**src/rtl/iact_tx_pkg.sv**
```systemverilog
// Shared definitions for iact router transmitters: width defaults and FSM encoding.
package iact_tx_pkg;

  // Platform width defaults used as parameter defaults by the transmitters.
  localparam int HWC_IACT_BUFFER_WIDTH                     = 16;
  localparam int HWC_PE_CLUSTER_IACT_ROUT_CONFIG_SET_SIZE_WIDTH = 2;
  localparam int HWC_IACT_ADDR_SPAD_WIDTH                  = 4;

  typedef enum logic [1:0] {
    ST_IDLE  = 2'd0,
    ST_SEND  = 2'd1,
    ST_DRAIN = 2'd2
  } tx_state_e;

endpackage

```
**src/rtl/iact_cluster_tx_sync_fifo.sv**
```systemverilog
// Sync_Fifo: single-clock staging FIFO with occupancy counter, head visible combinationally.
module Sync_Fifo #(
  parameter int WIDTH = 8,
  parameter int DEPTH = 4,
  localparam int AW   = $clog2(DEPTH)
) (
  input  logic             clk,
  input  logic             rst,
  input  logic             push,
  input  logic [WIDTH-1:0] wdata,
  input  logic             pop,
  output logic [WIDTH-1:0] rdata,
  output logic             full,
  output logic             empty,
  output logic [AW:0]      count
);

  logic [WIDTH-1:0] mem [DEPTH];
  logic [AW-1:0]    wr_ptr;
  logic [AW-1:0]    rd_ptr;
  logic             push_ok;
  logic             pop_ok;

  assign full    = (count == (AW+1)'(DEPTH));
  assign empty   = (count == '0);
  assign push_ok = push && !full;
  assign pop_ok  = pop && !empty;
  // An empty FIFO presents zeros so the head never shows stale storage.
  assign rdata   = empty ? '0 : mem[rd_ptr];

  // Storage write; contents need no reset since occupancy gates visibility.
  always_ff @(posedge clk) begin
    if (push_ok) mem[wr_ptr] <= wdata;
  end

  // Pointers wrap naturally at DEPTH; occupancy tracked separately.
  always_ff @(posedge clk or posedge rst) begin
    if (rst) begin
      wr_ptr <= '0;
      rd_ptr <= '0;
      count  <= '0;
    end else begin
      if (push_ok) wr_ptr <= wr_ptr + AW'(1);
      if (pop_ok)  rd_ptr <= rd_ptr + AW'(1);
      case ({push_ok, pop_ok})
        2'b10:   count <= count + (AW+1)'(1);
        2'b01:   count <= count - (AW+1)'(1);
        default: count <= count;
      endcase
    end
  end

endmodule

```
**src/rtl/iact_cluster_tx.sv**
```systemverilog
// Sending end of one cluster iact channel: streams (last_set+1) x words_per_set tagged words.
module iact_cluster_tx
  import iact_tx_pkg::*;
#(
  parameter int DATA_WIDTH = HWC_IACT_BUFFER_WIDTH,
  parameter int SET_WIDTH  = HWC_PE_CLUSTER_IACT_ROUT_CONFIG_SET_SIZE_WIDTH,
  parameter int CNT_WIDTH  = HWC_IACT_ADDR_SPAD_WIDTH,
  parameter int FIFO_DEPTH = 4
) (
  input  logic                  clk,
  input  logic                  rst,
  input  logic                  start,
  input  logic [CNT_WIDTH-1:0]  words_per_set,
  input  logic [SET_WIDTH-1:0]  last_set,
  input  logic                  src_valid,
  input  logic [DATA_WIDTH-1:0] src_data,
  output logic                  src_ready,
  output logic                  iact_enable,
  output logic [DATA_WIDTH-1:0] iact_data_in_packed,
  output logic [SET_WIDTH-1:0]  iact_data_set,
  input  logic                  iact_ready,
  output logic                  busy,
  output logic                  done
);

  localparam int AW = $clog2(FIFO_DEPTH);
  localparam int FW = DATA_WIDTH + SET_WIDTH;

  tx_state_e            state_q, state_d;
  logic [CNT_WIDTH-1:0] wps_q;
  logic [SET_WIDTH-1:0] last_q;
  logic [CNT_WIDTH-1:0] word_cnt;
  logic [SET_WIDTH-1:0] set_cnt;
  logic                 done_q;

  logic                 fifo_full, fifo_empty;
  logic [AW:0]          fifo_count;
  logic [FW-1:0]        fifo_head;
  logic                 push, pop;
  logic                 start_ok;
  logic                 word_end, set_end, last_push;

  assign start_ok  = (state_q == ST_IDLE) && start && (words_per_set != '0);
  assign src_ready = (state_q == ST_SEND) && !fifo_full;
  assign push      = src_valid && src_ready;
  assign pop       = iact_enable && iact_ready;
  assign word_end  = (word_cnt == wps_q - CNT_WIDTH'(1));
  // Completion is a compare against last_q, so a last_set at max value never wraps.
  assign set_end   = (set_cnt == last_q);
  assign last_push = push && word_end && set_end;

  assign iact_enable         = !fifo_empty;
  assign iact_data_in_packed = fifo_head[FW-1:SET_WIDTH];
  assign iact_data_set       = fifo_head[SET_WIDTH-1:0];
  assign busy                = (state_q != ST_IDLE);
  assign done                = done_q;

  Sync_Fifo #(
    .WIDTH (FW),
    .DEPTH (FIFO_DEPTH)
  ) u_fifo (
    .clk   (clk),
    .rst   (rst),
    .push  (push),
    .wdata ({src_data, set_cnt}),
    .pop   (pop),
    .rdata (fifo_head),
    .full  (fifo_full),
    .empty (fifo_empty),
    .count (fifo_count)
  );

  // Next-state logic; DRAIN ends on the pop that takes the last buffered word.
  always_comb begin
    state_d = state_q;
    case (state_q)
      ST_IDLE:  if (start_ok) state_d = ST_SEND;
      ST_SEND:  if (last_push) state_d = ST_DRAIN;
      ST_DRAIN: if (pop && fifo_count == (AW+1)'(1)) state_d = ST_IDLE;
      default:  state_d = ST_IDLE;
    endcase
  end

  // State register and one-cycle done pulse after the final pop.
  always_ff @(posedge clk or posedge rst) begin
    if (rst) begin
      state_q <= ST_IDLE;
      done_q  <= 1'b0;
    end else begin
      state_q <= state_d;
      done_q  <= (state_q == ST_DRAIN) && (state_d == ST_IDLE);
    end
  end

  // Job config capture and word/set counters; set_cnt holds on the final word.
  always_ff @(posedge clk or posedge rst) begin
    if (rst) begin
      wps_q    <= '0;
      last_q   <= '0;
      word_cnt <= '0;
      set_cnt  <= '0;
    end else if (start_ok) begin
      wps_q    <= words_per_set;
      last_q   <= last_set;
      word_cnt <= '0;
      set_cnt  <= '0;
    end else if (push) begin
      if (word_end) begin
        word_cnt <= '0;
        if (!set_end) set_cnt <= set_cnt + SET_WIDTH'(1);
      end else begin
        word_cnt <= word_cnt + CNT_WIDTH'(1);
      end
    end
  end

endmodule

```
**config.mk**
```make
export PLATFORM = sky130hd
export DESIGN_NAME = iact_cluster_tx
export DESIGN_NICKNAME = d
export VERILOG_FILES = /design/src/rtl/iact_tx_pkg.sv /design/src/rtl/iact_cluster_tx_sync_fifo.sv /design/src/rtl/iact_cluster_tx.sv
export SDC_FILE = /design/constraint.sdc
export NUM_CORES = 1
export LEC_CHECK = 0
export BUFFER_PORTS_ARGS = -buffer_cell sky130_fd_sc_hd__buf_2
export CAP_MARGIN = 15
export CORE_AREA = 2 2 119 121
export CTS_BUF_LIST = sky130_fd_sc_hd__clkbuf_2 sky130_fd_sc_hd__clkbuf_4 sky130_fd_sc_hd__clkbuf_8
export DETAILED_ROUTE_END_ITERATION = 8
export DIE_AREA = 0 0 121 123
export HOLD_SLACK_MARGIN = 0.06
export MAX_ROUTING_LAYER = met4
export PLACE_DENSITY = 0.44
export SYNTH_ARGS = -nofsm -noshare
export SYNTH_HDL_FRONTEND = slang
export SYNTH_SLANG_ARGS = --single-unit
```
**constraint.sdc**
```tcl
create_clock -name clk -period 3.7 [get_ports clk]
set_clock_uncertainty 0.05 [all_clocks]
set_input_delay 0.74 -clock clk [delete_from_list [all_inputs] [get_ports clk]]
set_output_delay 0.74 -clock clk [all_outputs]
set_load 0.02 [all_outputs]
```
==> flow_summary.ini <==
[place]
place_hpwl_mm = 4.979
dpl-instance-area_sq_um = 4438
dp_cells = 458
place_congestion = 0.6699
port_buffers = 48
pre_cts_slack_ns = 1.108

[layout]
diodes = 0
final_cells = 474
final_util = 0.3405
seq_area_sq_um = 2713
final_layout_size_suffix_gt1_frac = 0.3095
nFillCells = 1317
multiInputGateArea_sq_um = 1169
design_area_sq_um = 4634
fin_nets = 327
area_growth_pct = 16.81

[timing]
holdWs_ns = 0.4488
drv_slew = 0
fin_tns_setup_ns = 0
fin_crit_sh = 0.7837
setup_ws_ns = 0.8003
max_slew_margin = 0.3985
worst_slew_pin_slew_ns = 0.9012
finalCriticalPeriod_ns = 2.900
rsz0062_at_grt = false
hold_viol = 0
max_freq_mhz = 344.9
setup_violations = 0

[setup_path]
cp_slowest_stage_delay_ns = 0.57
crit_buf_inv = 2
rr_worst_depth = 8
path_max_fanout = 20
critPathTopFamily = simple AND/OR/NAND/NOR gates
crit_arrival_ns = 2.11
slowest_stage = nand2b_1
timing.rr.end = u_fifo.count[2]
worstPathCellList = inv_1 > ha_1 > nand2b_1 > and2_1 > buf_2
crit_required_ns = 2.91
end_kind = output pin
r2r_start = u_fifo.count[0]
crit_type = reg -> out
crit_path_start_kind = flip-flop
r2r_slack_ns = 1.25

[pwr]
p_leak_nw = 1.724
power.total_mw = 3.791
powerDensity_nw_per_um2 = 818.1
ir_worst_vdd_v = 0.0002564

[clock_network]
cts_resized = 0
clock_sinks = 94
tritoncts = built
cts.clk_slew.worst_paths_ns = 0.09
htreeDepth = 3
clk_latency_ns = 0.36
max-clock-path-buffers = 2
cts_made_buffers = 9
cts_hold_buffers = 0
ctsRootBufferMaster = clkbuf_8
post_cts_buffers = 0

[route]
drtAntennaViolNets = 0
drt_iter0_drc = 200
avgRoutedWirePerCell_microns = 15.86
drcViolationCount = 0
vias = 2052
vias_per_cell = 4.329
wl_mm = 7.520
dr.pass1.iters = 4

[synthesis]
synth_top_family_by_area = multiplexers
synthFlopType = edfxtp_1
syn-num-nets = 271
synth-edff-count = 72
synth-simple-area-share = 0.08231
synth-xor-area-share = 0.03658
ys_types = 36
yosysSeqAreaShare = 0.6837
synthAdderAreaFrac = 0.03469
synthMuxAreaShare = 0.1195
netlist_instances = 233
synth_compound_area_frac = 0.02144
synth_seq_cells = 94
ys_async_sr_fraction = 0.2340
synth_area_sq_um = 3968
yosys_warnings = 0
avgSynthCellArea_sq_um = 17.03

[floorplan]
chipWidth_microns = 121
dieArea_sq_um = 14880
core-area_sq_um = 13610
io-pin-count = 49
initial_utilization = 0.2915
die_h_microns = 123
rows = 43

[hold_path]
hold_end = done
hp-start = state_q[0]
min_path_cells = 1
hold_class = reg -> reg

[global_route]
antenna_found_initial = 0
grt.overflow.total = 0
grt_max_degree = 23
track_usage = 0.1137
first_global_vias = 2211
grt_pass1_wl_mm = 12.05

[flow_run]
maxCapViolCount = 0

[outcome]
status = complete, no violations
==> registers in the layout, summed over array words and instances (netlist names) <==
name,cells
u_fifo.rd_ptr,2
last_q,2
word_cnt,4
done,1
u_fifo.wr_ptr,2
u_fifo.mem,72
u_fifo.count,3
wps_q,4
set_cnt,2
state_q,2
==> worst max-delay path by stage <==
stage / from / to / slack (ns) / cells after the start
2_1_floorplan: u_fifo.rd_ptr[1] / iact_data_in_packed[10] / 1.49 / 4
3_3_place_gp: u_fifo.count[0] / iact_data_in_packed[14] / 1.13 / 5
3_5_place_dp: u_fifo.count[0] / iact_data_in_packed[14] / 1.11 / 5
4_1_cts: u_fifo.count[0] / iact_data_in_packed[14] / 0.69 / 5
5_1_grt: u_fifo.count[0] / iact_data_in_packed[14] / 0.58 / 5
6_report: u_fifo.count[0] / iact_data_in_packed[14] / 0.80 / 5
==> synth_stat cells, types with 2 or more instances <==
cell type	instances	area [sq um]
mux2_2	3	33.78
edfxtp_1	72	2162
inv_1	9	33.78
nor2_1	6	22.52
xor2_1	8	70.07
buf_6	2	22.52
or4_1	2	15.01
ha_1	11	137.6
xnor2_1	6	52.55
nand2b_1	2	12.51
o21ai_0	6	30.03
buf_2	3	15.01
mux2i_1	2	20.02
nand2_1	8	30.03
mux4_2	18	405.4
nand4_1	2	12.51
nand3_1	3	15.01
nor3_1	3	15.01
and2_1	24	150.1
clkbuf_1	4	15.01
and3_1	3	18.77
dfrtp_1	22	550.5
==> routing by layer <==
layer | GRT usage | vias up | part of all wire
met5 | - | - | 0
met4 | 0.03924 | 0 | 0.013
met3 | 0.03598 | 8 | 0.052
met2 | 0.1882 | 53 | 0.50
met1 | 0.1314 | 1012 | 0.43
li1 | - | 979 | -
==> area by class of cell <==
type,count,share of cell area
Clock inverter,5,0.01242
Inverter,9,0.007289
Sequential cell,94,0.5853
Timing Repair Buffer,54,0.06426
Clock buffer,11,0.02997
Multi-Input combinational cell,121,0.2522
Tap cell,180,0.04860
==> report_power, final <==
part           total (mW)  internal [mW]  switching, mW
clock               0.685          0.328          0.357
sequential           1.59           1.43          0.161
combinational        1.52          0.686          0.832
total                3.79           2.44           1.35
==> placed cells by master, fill, tap and decap left out, drive strengths merged, types with 8 or more instances in the layout <==
| cell type | Yosys | final |
|---|---|---|
| dfrtp | 22 | 22 |
| xor2 | 8 | 8 |
| inv | 9 | 10 |
| buf | 5 | 54 |
| clkbuf | 4 | 11 |
| ha | 11 | 11 |
| nand2 | 8 | 8 |
| edfxtp | 72 | 72 |
| and2 | 24 | 24 |
| mux4 | 18 | 18 |
==> logic make-up after synthesis <==
logic type      count (synthesis)
xor+xnor                       15
buf+inv                        18
fa+ha+maj                      11
flops                          94
compound gates                 13
mux                            24
simple gates                   58
Note: power is estimated with default switching activity, not from simulation.
